<file path="config.mk">
export PLATFORM = sky130hd
export DESIGN_NAME = clause_stream_loader
export DESIGN_NICKNAME = d
export VERILOG_FILES = /design/src/rtl/clause_stream_loader_pkg.sv /design/src/rtl/clause_stream_loader.sv
export SDC_FILE = /design/constraint.sdc
export NUM_CORES = 1
export LEC_CHECK = 0
export CORE_MARGIN = 2
export CORE_UTILIZATION = 25
export DETAILED_ROUTE_END_ITERATION = 8
export DONT_BUFFER_PORTS = 1
export PLACE_DENSITY_LB_ADDON = 0.08
export SLEW_MARGIN = 20
export SYNTH_ARGS = -nofsm -noshare
export SYNTH_HDL_FRONTEND = slang
export SYNTH_SLANG_ARGS = --single-unit
</file>
<file path="constraint.sdc">
create_clock -name in_clk -period 2.9 [get_ports in_clk]
set_clock_uncertainty 0.05 [all_clocks]
set_input_delay 0.58 -clock in_clk [delete_from_list [all_inputs] [get_ports in_clk]]
set_output_delay 0.58 -clock in_clk [all_outputs]
set_load 0.05 [all_outputs]
</file>
<file path="src/rtl/clause_stream_loader_pkg.sv">
// -----------------------------------------------------------------------------
// clause_stream_loader_pkg
//   Shared definitions for the clause-register load path.
//   - Default parameter values and the derived clause-word width (W) and
//     clause-slot count (N) at those defaults.
//   - FSM state encoding for the loader.
//   - Helpers for the derived sizes and for the clause-word field layout:
//     coefficient i sits at bit offset i*C, the bias at offset 2**V*C.
// -----------------------------------------------------------------------------
package clause_stream_loader_pkg;

    localparam int DEF_COEFF_BITS      = 8;
    localparam int DEF_VAR_IDX_BITS    = 2;
    localparam int DEF_CLAUSE_IDX_BITS = 3;

    localparam int W = ((2 ** DEF_VAR_IDX_BITS) + 1) * DEF_COEFF_BITS;
    localparam int N = 2 ** DEF_CLAUSE_IDX_BITS;

    typedef enum logic [1:0] {
        ST_IDLE  = 2'd0,
        ST_LOAD  = 2'd1,
        ST_FLUSH = 2'd2,
        ST_DONE  = 2'd3
    } state_t;

    // One coefficient per variable plus the bias, each c bits wide.
    function automatic int clause_word_width(input int c, input int v);
        return ((2 ** v) + 1) * c;
    endfunction

    function automatic int clause_slots(input int k);
        return 2 ** k;
    endfunction

    function automatic int coeff_offset(input int i, input int c);
        return i * c;
    endfunction

    function automatic int bias_offset(input int v, input int c);
        return (2 ** v) * c;
    endfunction

endpackage

</file>
<file path="src/rtl/clause_stream_loader.sv">
// -----------------------------------------------------------------------------
// clause_stream_loader
//   Writer side of the clause-register load interface. Latches a clause count
//   (saturated to the number of slots), pulls one packed clause word per
//   valid/ready handshake, and presents index + word + write strobe to the
//   clause-register bank one cycle after each accept. Builds the reduce-enable
//   mask so only loaded slots feed the reduction tree.
//
// Ports
//   in_clk                  clock, rising edge
//   in_reset                asynchronous active-low reset
//   in_start                begin a load (sampled only in IDLE)
//   in_clause_count         clauses to load, 0..N (larger values saturate)
//   in_coeff_valid          upstream word valid
//   in_coeff_data           packed clause word, bias in the top field
//   out_coeff_ready         registered ready toward upstream
//   out_clause_coefficients word to the clause registers
//   out_clause_index        target slot
//   out_clause_write        write strobe qualifying index/coefficients
//   out_reduce_enable       bit i set when slot i holds a loaded clause
//   out_busy                load in progress (LOAD, FLUSH, DONE)
//   out_done                one-cycle completion pulse
// -----------------------------------------------------------------------------
module clause_stream_loader
    import clause_stream_loader_pkg::*;
#(
    parameter int MAXIMUM_BIT_WIDTH_OF_COEFFICIENT    = DEF_COEFF_BITS,
    parameter int MAXIMUM_BIT_WIDTH_OF_VARIABLE_INDEX = DEF_VAR_IDX_BITS,
    parameter int MAX_BIT_WIDTH_OF_CLAUSES_INDEX      = DEF_CLAUSE_IDX_BITS,
    localparam int CW = clause_word_width(MAXIMUM_BIT_WIDTH_OF_COEFFICIENT,
                                          MAXIMUM_BIT_WIDTH_OF_VARIABLE_INDEX),
    localparam int CI = MAX_BIT_WIDTH_OF_CLAUSES_INDEX,
    localparam int NS = clause_slots(MAX_BIT_WIDTH_OF_CLAUSES_INDEX)
) (
    input  logic          in_clk,
    input  logic          in_reset,
    input  logic          in_start,
    input  logic [CI:0]   in_clause_count,
    input  logic          in_coeff_valid,
    input  logic [CW-1:0] in_coeff_data,
    output logic          out_coeff_ready,
    output logic [CW-1:0] out_clause_coefficients,
    output logic [CI-1:0] out_clause_index,
    output logic          out_clause_write,
    output logic [NS-1:0] out_reduce_enable,
    output logic          out_busy,
    output logic          out_done
);

    state_t        r_state;
    state_t        w_state_next;

    logic [CI:0]   r_target;
    logic [CI:0]   r_accepted;
    logic          r_ready;
    logic          r_write;
    logic [CW-1:0] r_coeff;
    logic [CI-1:0] r_index;
    logic [NS-1:0] r_mask;

    logic [CI:0]   w_target;
    logic [CI:0]   w_accepted_inc;
    logic          w_start;
    logic          w_accept;
    logic          w_last_accept;
    logic [NS-1:0] w_slot_hit;

    // Counts above the slot count load every slot; no error is flagged.
    assign w_target       = (in_clause_count > (CI+1)'(NS)) ? (CI+1)'(NS) : in_clause_count;
    assign w_start        = (r_state == ST_IDLE) & in_start;
    // r_ready is only ever high in LOAD, so an accept implies LOAD.
    assign w_accept       = in_coeff_valid & r_ready;
    assign w_accepted_inc = r_accepted + (CI+1)'(1);
    assign w_last_accept  = w_accept & (w_accepted_inc == r_target);

    // One-hot decode of the slot being written this cycle.
    generate
        for (genvar gi = 0; gi < NS; gi++) begin : g_slot_hit
            assign w_slot_hit[gi] = w_accept & (r_accepted[CI-1:0] == CI'(gi));
        end
    endgenerate

    // ---------------------------------------------------------------- state reg
    always_ff @(posedge in_clk or negedge in_reset) begin
        if (!in_reset) begin
            r_state <= ST_IDLE;
        end else begin
            r_state <= w_state_next;
        end
    end

    // ---------------------------------------------------------------- next state
    always_comb begin
        w_state_next = r_state;
        case (r_state)
            ST_IDLE: begin
                if (in_start) begin
                    w_state_next = (w_target != '0) ? ST_LOAD : ST_DONE;
                end
            end
            ST_LOAD: begin
                if (w_last_accept) begin
                    w_state_next = ST_FLUSH;
                end
            end
            ST_FLUSH: w_state_next = ST_DONE;
            ST_DONE:  w_state_next = ST_IDLE;
            default:  w_state_next = ST_IDLE;
        endcase
    end

    // ---------------------------------------------------------------- outputs
    always_comb begin
        out_busy = (r_state != ST_IDLE);
        out_done = (r_state == ST_DONE);
    end

    assign out_coeff_ready         = r_ready;
    assign out_clause_coefficients = r_coeff;
    assign out_clause_index        = r_index;
    assign out_clause_write        = r_write;
    assign out_reduce_enable       = r_mask;

    // ---------------------------------------------------------------- datapath
    // Ready is registered: it rises when a non-empty load starts and falls on
    // the edge that takes the final word, so upstream never sees a
    // combinational path from its own valid.
    always_ff @(posedge in_clk or negedge in_reset) begin
        if (!in_reset) begin
            r_target   <= '0;
            r_accepted <= '0;
            r_ready    <= 1'b0;
            r_write    <= 1'b0;
            r_coeff    <= '0;
            r_index    <= '0;
            r_mask     <= '0;
        end else begin
            r_write <= w_accept;
            if (w_start) begin
                r_target   <= w_target;
                r_accepted <= '0;
                r_mask     <= '0;
                r_ready    <= (w_target != '0);
            end else begin
                // Enable bit appears together with the write strobe for its slot.
                r_mask <= r_mask | w_slot_hit;
                if (w_accept) begin
                    r_coeff    <= in_coeff_data;
                    r_index    <= r_accepted[CI-1:0];
                    r_accepted <= w_accepted_inc;
                    if (w_last_accept) begin
                        r_ready <= 1'b0;
                    end
                end
            end
        end
    end

endmodule
</file>
==> results.sh, run 1 <==
export IMPL_cts_tree="built"
export IMPL_ant_nets=0
export IMPL_slew_headroom_pct=65.28
export IMPL_worstPathRequired_ps=3050
export IMPL_synth_compound_area_share_pct=3.088
export IMPL_antenna_found_initial=0
export IMPL_synthMuxAreaShare_pct=23.42
export IMPL_clkLatencyLatePin_ps=320
export IMPL_die_w_um=110.5
export IMPL_grt_pass1_vias=1610
export IMPL_synth_top_family_by_area="multiplexers"
export IMPL_path_buf_inv=2
export IMPL_synthesis_area_mm2=0.002836
export IMPL_stdcell_area_mm2=0.003267
export IMPL_post_cts_setup_buffers=0
export IMPL_grt_max_degree=64
export IMPL_yosys_warnings=0
export IMPL_crit_family="simple AND/OR/NAND/NOR gates"
export IMPL_rsz0062_at_grt="no"
export IMPL_setup_viol=0
export IMPL_dieHeight_um=110.5
export IMPL_layout_commonest_cell="dfrtp_1"
export IMPL_firstDrtPassIters=4
export IMPL_clock_path_buffers=2
export IMPL_routabilityCongestion=0.7060
export IMPL_syn2layout_area_growth_pct=15.17
export IMPL_max_stage_delay_ps=380
export IMPL_yosys_area_top_type="dfrtp_1"
export IMPL_portBuffers=0
export IMPL_die_area_mm2=0.01221
export IMPL_std_cell_rows=38
export IMPL_wl_mm=5.945
export IMPL_start_util_pct=25.94
export IMPL_cp_start_kind="flop"
export IMPL_ys_ff_latch=63
export IMPL_multiInputGateArea_mm2=0.001130
export IMPL_avgSynthCellArea_um2=14.62
export IMPL_wire_per_inst_um=17.18
export IMPL_routed_via_density=4.324
export IMPL_cp_max_fo=27
export IMPL_cp_arrival_ps=2290
export IMPL_hold_violations=0
export IMPL_hpwlAfterDp_mm=4.198
export IMPL_grt_overflow=0
export IMPL_vias=1496
export IMPL_layout_common_cells="dfrtp_1, mux2_4, nor2_1"
export IMPL_clkTransAtPathRegs_ps=60
export IMPL_syn_num_nets=253
export IMPL_cts_resized=0
export IMPL_max_freq_mhz=466.1
export IMPL_drc=0
export IMPL_yosysTopAreaCellShare_pct=55.58
export IMPL_min_period_ps=2146
export IMPL_maxSlewViolCount=0
export IMPL_drt_iter0_markers=54
export IMPL_synth_xor_area_share_pct=1.853
export IMPL_cts_num_sinks=63
export IMPL_synth_simple_area_share_pct=6.617
export IMPL_final_nets=260
export IMPL_worst_pin_slew_ps=520.8
export IMPL_synth_fa_ha_area_share_pct=4.852
export IMPL_final_min_period_over_clock_period_pct=73.99
export IMPL_slowest_stage="dfrtp_1"
export IMPL_crit_type="reg2reg"
export IMPL_grt_pass1_wl_mm=9.839
export IMPL_post_synth_num_cell_types=29
export IMPL_antenna_cells=0
export IMPL_fillers=1105
export IMPL_post_dp_cell_area_mm2=0.002939
export IMPL_hp_class="in2async"
export IMPL_core_area_mm2=0.01094
export IMPL_cts_htree_levels=3
export IMPL_status="completed"
export IMPL_seqCellArea_mm2=0.001577
export IMPL_cts_hold_buffers=1
export IMPL_endpoint_kind="flop"
export IMPL_numCtsBuffers=9
export IMPL_cts_root_buf="clkbuf_16"
export IMPL_maxCapViolCount=0
export IMPL_track_usage_pct=10.31
export IMPL_drive_gt1_share_pct=31.55
export IMPL_ys_seq_area_share_pct=55.58
export IMPL_ys_top_cells_by_area="dfrtp_1, mux2_4, ha_1"
export IMPL_ios=103
export IMPL_crit_path_cell_trace="inv_1, ha_1, and2_4, nor2_8, buf_12, mux2_4"
export IMPL_syn_inst=194
export IMPL_tns_ps=0
[routing by layer]
layer | part of all wire (%) | global-route usage [%] | vias to the layer above
li1 | - | - | 669
met4 | 1.3 | 3.250 | 0
met3 | 8.7 | 5.324 | 7
met5 | 0 | 0 | -
met1 | 41 | 12.12 | 747
met2 | 49 | 16.36 | 73
[logic make-up (layout without fill, tap and decap cells)]
family | Yosys count | after routing
adders and majority gates | 11 | 11
DFF | 63 | 63
muxes | 46 | 46
AOI/OAI and AO/OA | 15 | 15
and+or+nand+nor | 38 | 38
buffers and inverters | 15 | 27
xor gates and xnor gates | 6 | 6
[per-stage QoR]
stage               worst slack (ps)  hold WS (ps)  std cells  util, %
floorplan                       1131         234.4        194        -
global placement               829.0         236.2        329    26.88
detailed placement             726.0         236.0        329    26.88
CTS                            718.2         82.46        346    29.87
global route                   600.4         63.67        346    29.87
finish                         754.3         58.51        346    29.87
[worst reg2reg max path: stages, from the launching register on]
cell and delay (ps):
dfrtp_1 380, inv_1 100, ha_1 250, and2_4 250, nor2_8 360, buf_12 290
mux2_4 340
[final cells by class]
type,instances,share of cell area [%]
Timing Repair Buffer,3,1.685
Clock inverter,5,1.762
Clock buffer,11,7.430
Inverter,8,0.9192
Sequential cell,63,48.26
Multi-Input combinational cell,116,34.58
Tap cell,140,5.362
[sequential cells by signal, summed over array words and instances, names as in the netlist]
| register | flops |
|---|---|
| r_state | 2 |
| out_clause_write | 1 |
| r_target | 4 |
| out_clause_coefficients | 40 |
| out_coeff_ready | 1 |
| out_reduce_enable | 8 |
| out_clause_index | 3 |
| r_accepted | 4 |
[synth_stat cells]
cell type,instances
buf_6,1
nand3_1,1
nand2_2,1
buf_12,4
inv_2,1
a211oi_1,1
a21oi_1,7
clkbuf_2,1
a311o_1,1
nor2_1,15
xor2_1,1
clkbuf_1,1
mux2i_1,3
o21ai_0,2
or3_1,1
mux2_2,3
nand3b_1,3
nor2b_1,1
xnor2_1,5
nor4_1,1
and2_4,1
inv_1,7
a31oi_1,4
dfrtp_1,63
mux2_4,40
nor2_8,1
ha_1,11
nor3_1,1
nand2_1,12
[worst paths after layout]
kind,startpoint,endpoint,slack [ps],depth (start not counted)
worst min register to register,r_target[1]$_DFFE_PN0P_,r_target[1]$_DFFE_PN0P_,440,2
min in group in_clk,in_clause_count[3],r_target[3]$_DFFE_PN0P_,330,2
max in group asynchronous,in_reset,out_clause_coefficients[18]$_DFFE_PN0P_,2440,1
worst max-delay path,r_state[0]$_DFFE_PN0P_,out_clause_coefficients[7]$_DFFE_PN0P_,750,6
worst min-delay path,in_reset,out_clause_coefficients[16]$_DFFE_PN0P_,60,1
worst max register to register,r_state[0]$_DFFE_PN0P_,out_clause_coefficients[7]$_DFFE_PN0P_,750,6
Power of run 1 is not shown: default switching activity piles up to over one toggle a cycle in this logic, so the estimate is an artifact.
==> run 2, diff against run 1 <==
- clock period: 2.9 -> 2.2 ns (I/O delays scaled with it)
==> run 2 against run 1 <==
  * Routed wire length is 0.79% lower
  * Cell count is 0.87% higher
  * First-iteration DRC count decreased by 20%
  * Fmax grew 9.7%
  * Flip-flop and latch count did not move
  * Setup slack worse by 510 ps
  * Highest routed layer unchanged
==> results.sh, run 2 (same netlist as run 1, synthesis figures left out) <==
export IMPL_start_util_pct=25.94
export IMPL_worstPathRequired_ps=2390
export IMPL_layout_commonest_cell="dfrtp_1"
export IMPL_clkTransAtPathRegs_ps=50
export IMPL_tns_ps=0
export IMPL_wire_per_inst_um=16.90
export IMPL_cts_root_buf="clkbuf_16"
export IMPL_cp_start_kind="flop"
export IMPL_portBuffers=0
export IMPL_maxSlewViolCount=0
export IMPL_core_area_mm2=0.01094
export IMPL_grt_max_degree=64
export IMPL_maxCapViolCount=0
export IMPL_seqCellArea_mm2=0.001577
export IMPL_layout_common_cells="dfrtp_1, mux2_4, nor2_1"
export IMPL_min_period_ps=1957
export IMPL_final_nets=263
export IMPL_ios=103
export IMPL_clkLatencyLatePin_ps=320
export IMPL_largest_reg_flops=40
export IMPL_slew_headroom_pct=65.88
export IMPL_clock_path_buffers=2
export IMPL_cts_num_sinks=63
export IMPL_syn2layout_area_growth_pct=17.34
export IMPL_wl_mm=5.898
export IMPL_hpwlAfterDp_mm=4.107
export IMPL_cp_arrival_ps=2150
export IMPL_cp_max_fo=7
export IMPL_dieHeight_um=110.5
export IMPL_die_area_mm2=0.01221
export IMPL_antenna_cells=0
export IMPL_rsz0062_at_grt="no"
export IMPL_antenna_found_initial=0
export IMPL_routabilityCongestion=0.7192
export IMPL_cts_tree="built"
export IMPL_vias=1497
export IMPL_firstDrtPassIters=4
export IMPL_numCtsBuffers=9
export IMPL_cts_htree_levels=3
export IMPL_crit_type="reg2reg"
export IMPL_drc=0
export IMPL_drive_gt1_share_pct=32.06
export IMPL_grt_overflow=0
export IMPL_multiInputGateArea_mm2=0.001130
export IMPL_ant_nets=0
export IMPL_grt_pass1_wl_mm=9.694
export IMPL_routed_via_density=4.289
export IMPL_hold_violations=0
export IMPL_hp_class="in2reg"
export IMPL_std_cell_rows=38
export IMPL_max_freq_mhz=511.1
export IMPL_post_cts_setup_buffers=0
export IMPL_die_w_um=110.5
export IMPL_fillers=1120
export IMPL_final_min_period_over_clock_period_pct=88.93
export IMPL_track_usage_pct=10.11
export IMPL_grt_pass1_vias=1661
export IMPL_endpoint_kind="flop"
export IMPL_drt_iter0_markers=43
export IMPL_worst_pin_slew_ps=511.9
export IMPL_status="completed"
export IMPL_setup_viol=0
## run 2: cell types whose count changed in the layout (fill, tap and decap cells not counted), sizes merged
cell and delta:
clkinvlp -2, clkinv +1, bufinv +1, buf +2, dlygate4sd3 +1
## run 2: final cells by class
cell class | instances | area share [%]
Sequential cell | 63 | 47.37
Multi-Input combinational cell | 116 | 33.95
Clock buffer | 11 | 7.293
Tap cell | 140 | 5.263
Timing Repair Buffer | 6 | 2.782
Clock inverter | 5 | 2.444
Inverter | 8 | 0.9023
## run 2: stage by stage
| step | utilization [%] | hold WS [ps] | std cells | setup slack (ps) | instance area [um2] |
|---|---|---|---|---|---|
| 4_1_cts | 30.43 | 180.2 | 349 | 230.2 | 3328 |
| 3_3_place_gp | 27.13 | 96.01 | 331 | 287.0 | 2967 |
| 3_5_place_dp | 27.13 | 95.89 | 331 | 236.2 | 2967 |
| 5_1_grt | 30.43 | 191.5 | 349 | 54.83 | 3328 |
| 6_report | 30.43 | 201.1 | 349 | 243.5 | 3328 |
| 2_1_floorplan | - | 94.41 | 194 | 430.7 | 2836 |
## run 2: routing by layer
metal,up-vias,track usage [%],part of all wire [%]
met5,-,0,0
met4,0,4.750,1.3
met3,6,4.226,8.2
met2,62,16.77,50
met1,753,11.24,40
li1,676,-,-
## run 2: path summary, 6_finish.rpt
path | slack [ps] | to | cells past startpoint | start
setup / recovery | 240 | r_state[0]$_DFFE_PN0P_ | 6 | r_accepted[0]$_DFFE_PN0P_
hold / removal | 200 | r_target[3]$_DFFE_PN0P_ | 2 | in_clause_count[3]
setup reg to reg | 240 | r_state[0]$_DFFE_PN0P_ | 6 | r_accepted[0]$_DFFE_PN0P_
hold reg to reg | 440 | r_target[2]$_DFFE_PN0P_ | 2 | r_target[2]$_DFFE_PN0P_
max in group asynchronous | 1230 | out_clause_coefficients[24]$_DFFE_PN0P_ | 2 | in_reset
min in group asynchronous | 620 | out_clause_coefficients[17]$_DFFE_PN0P_ | 2 | in_reset
## run 2: what timing repair did
action                    CTS  global route
resized for setup           0             0
hold endpoints to repair   63             0
hold buffers                2             0
## run 2: critical path, stage by stage, from the launching register on
cell	delay [ps]
dfrtp_1	480
ha_1	270
ha_1	310
xnor2_1	160
nor2_1	80
a31oi_1	290
mux2i_1	230
Power of run 2 is left out for the same reason.
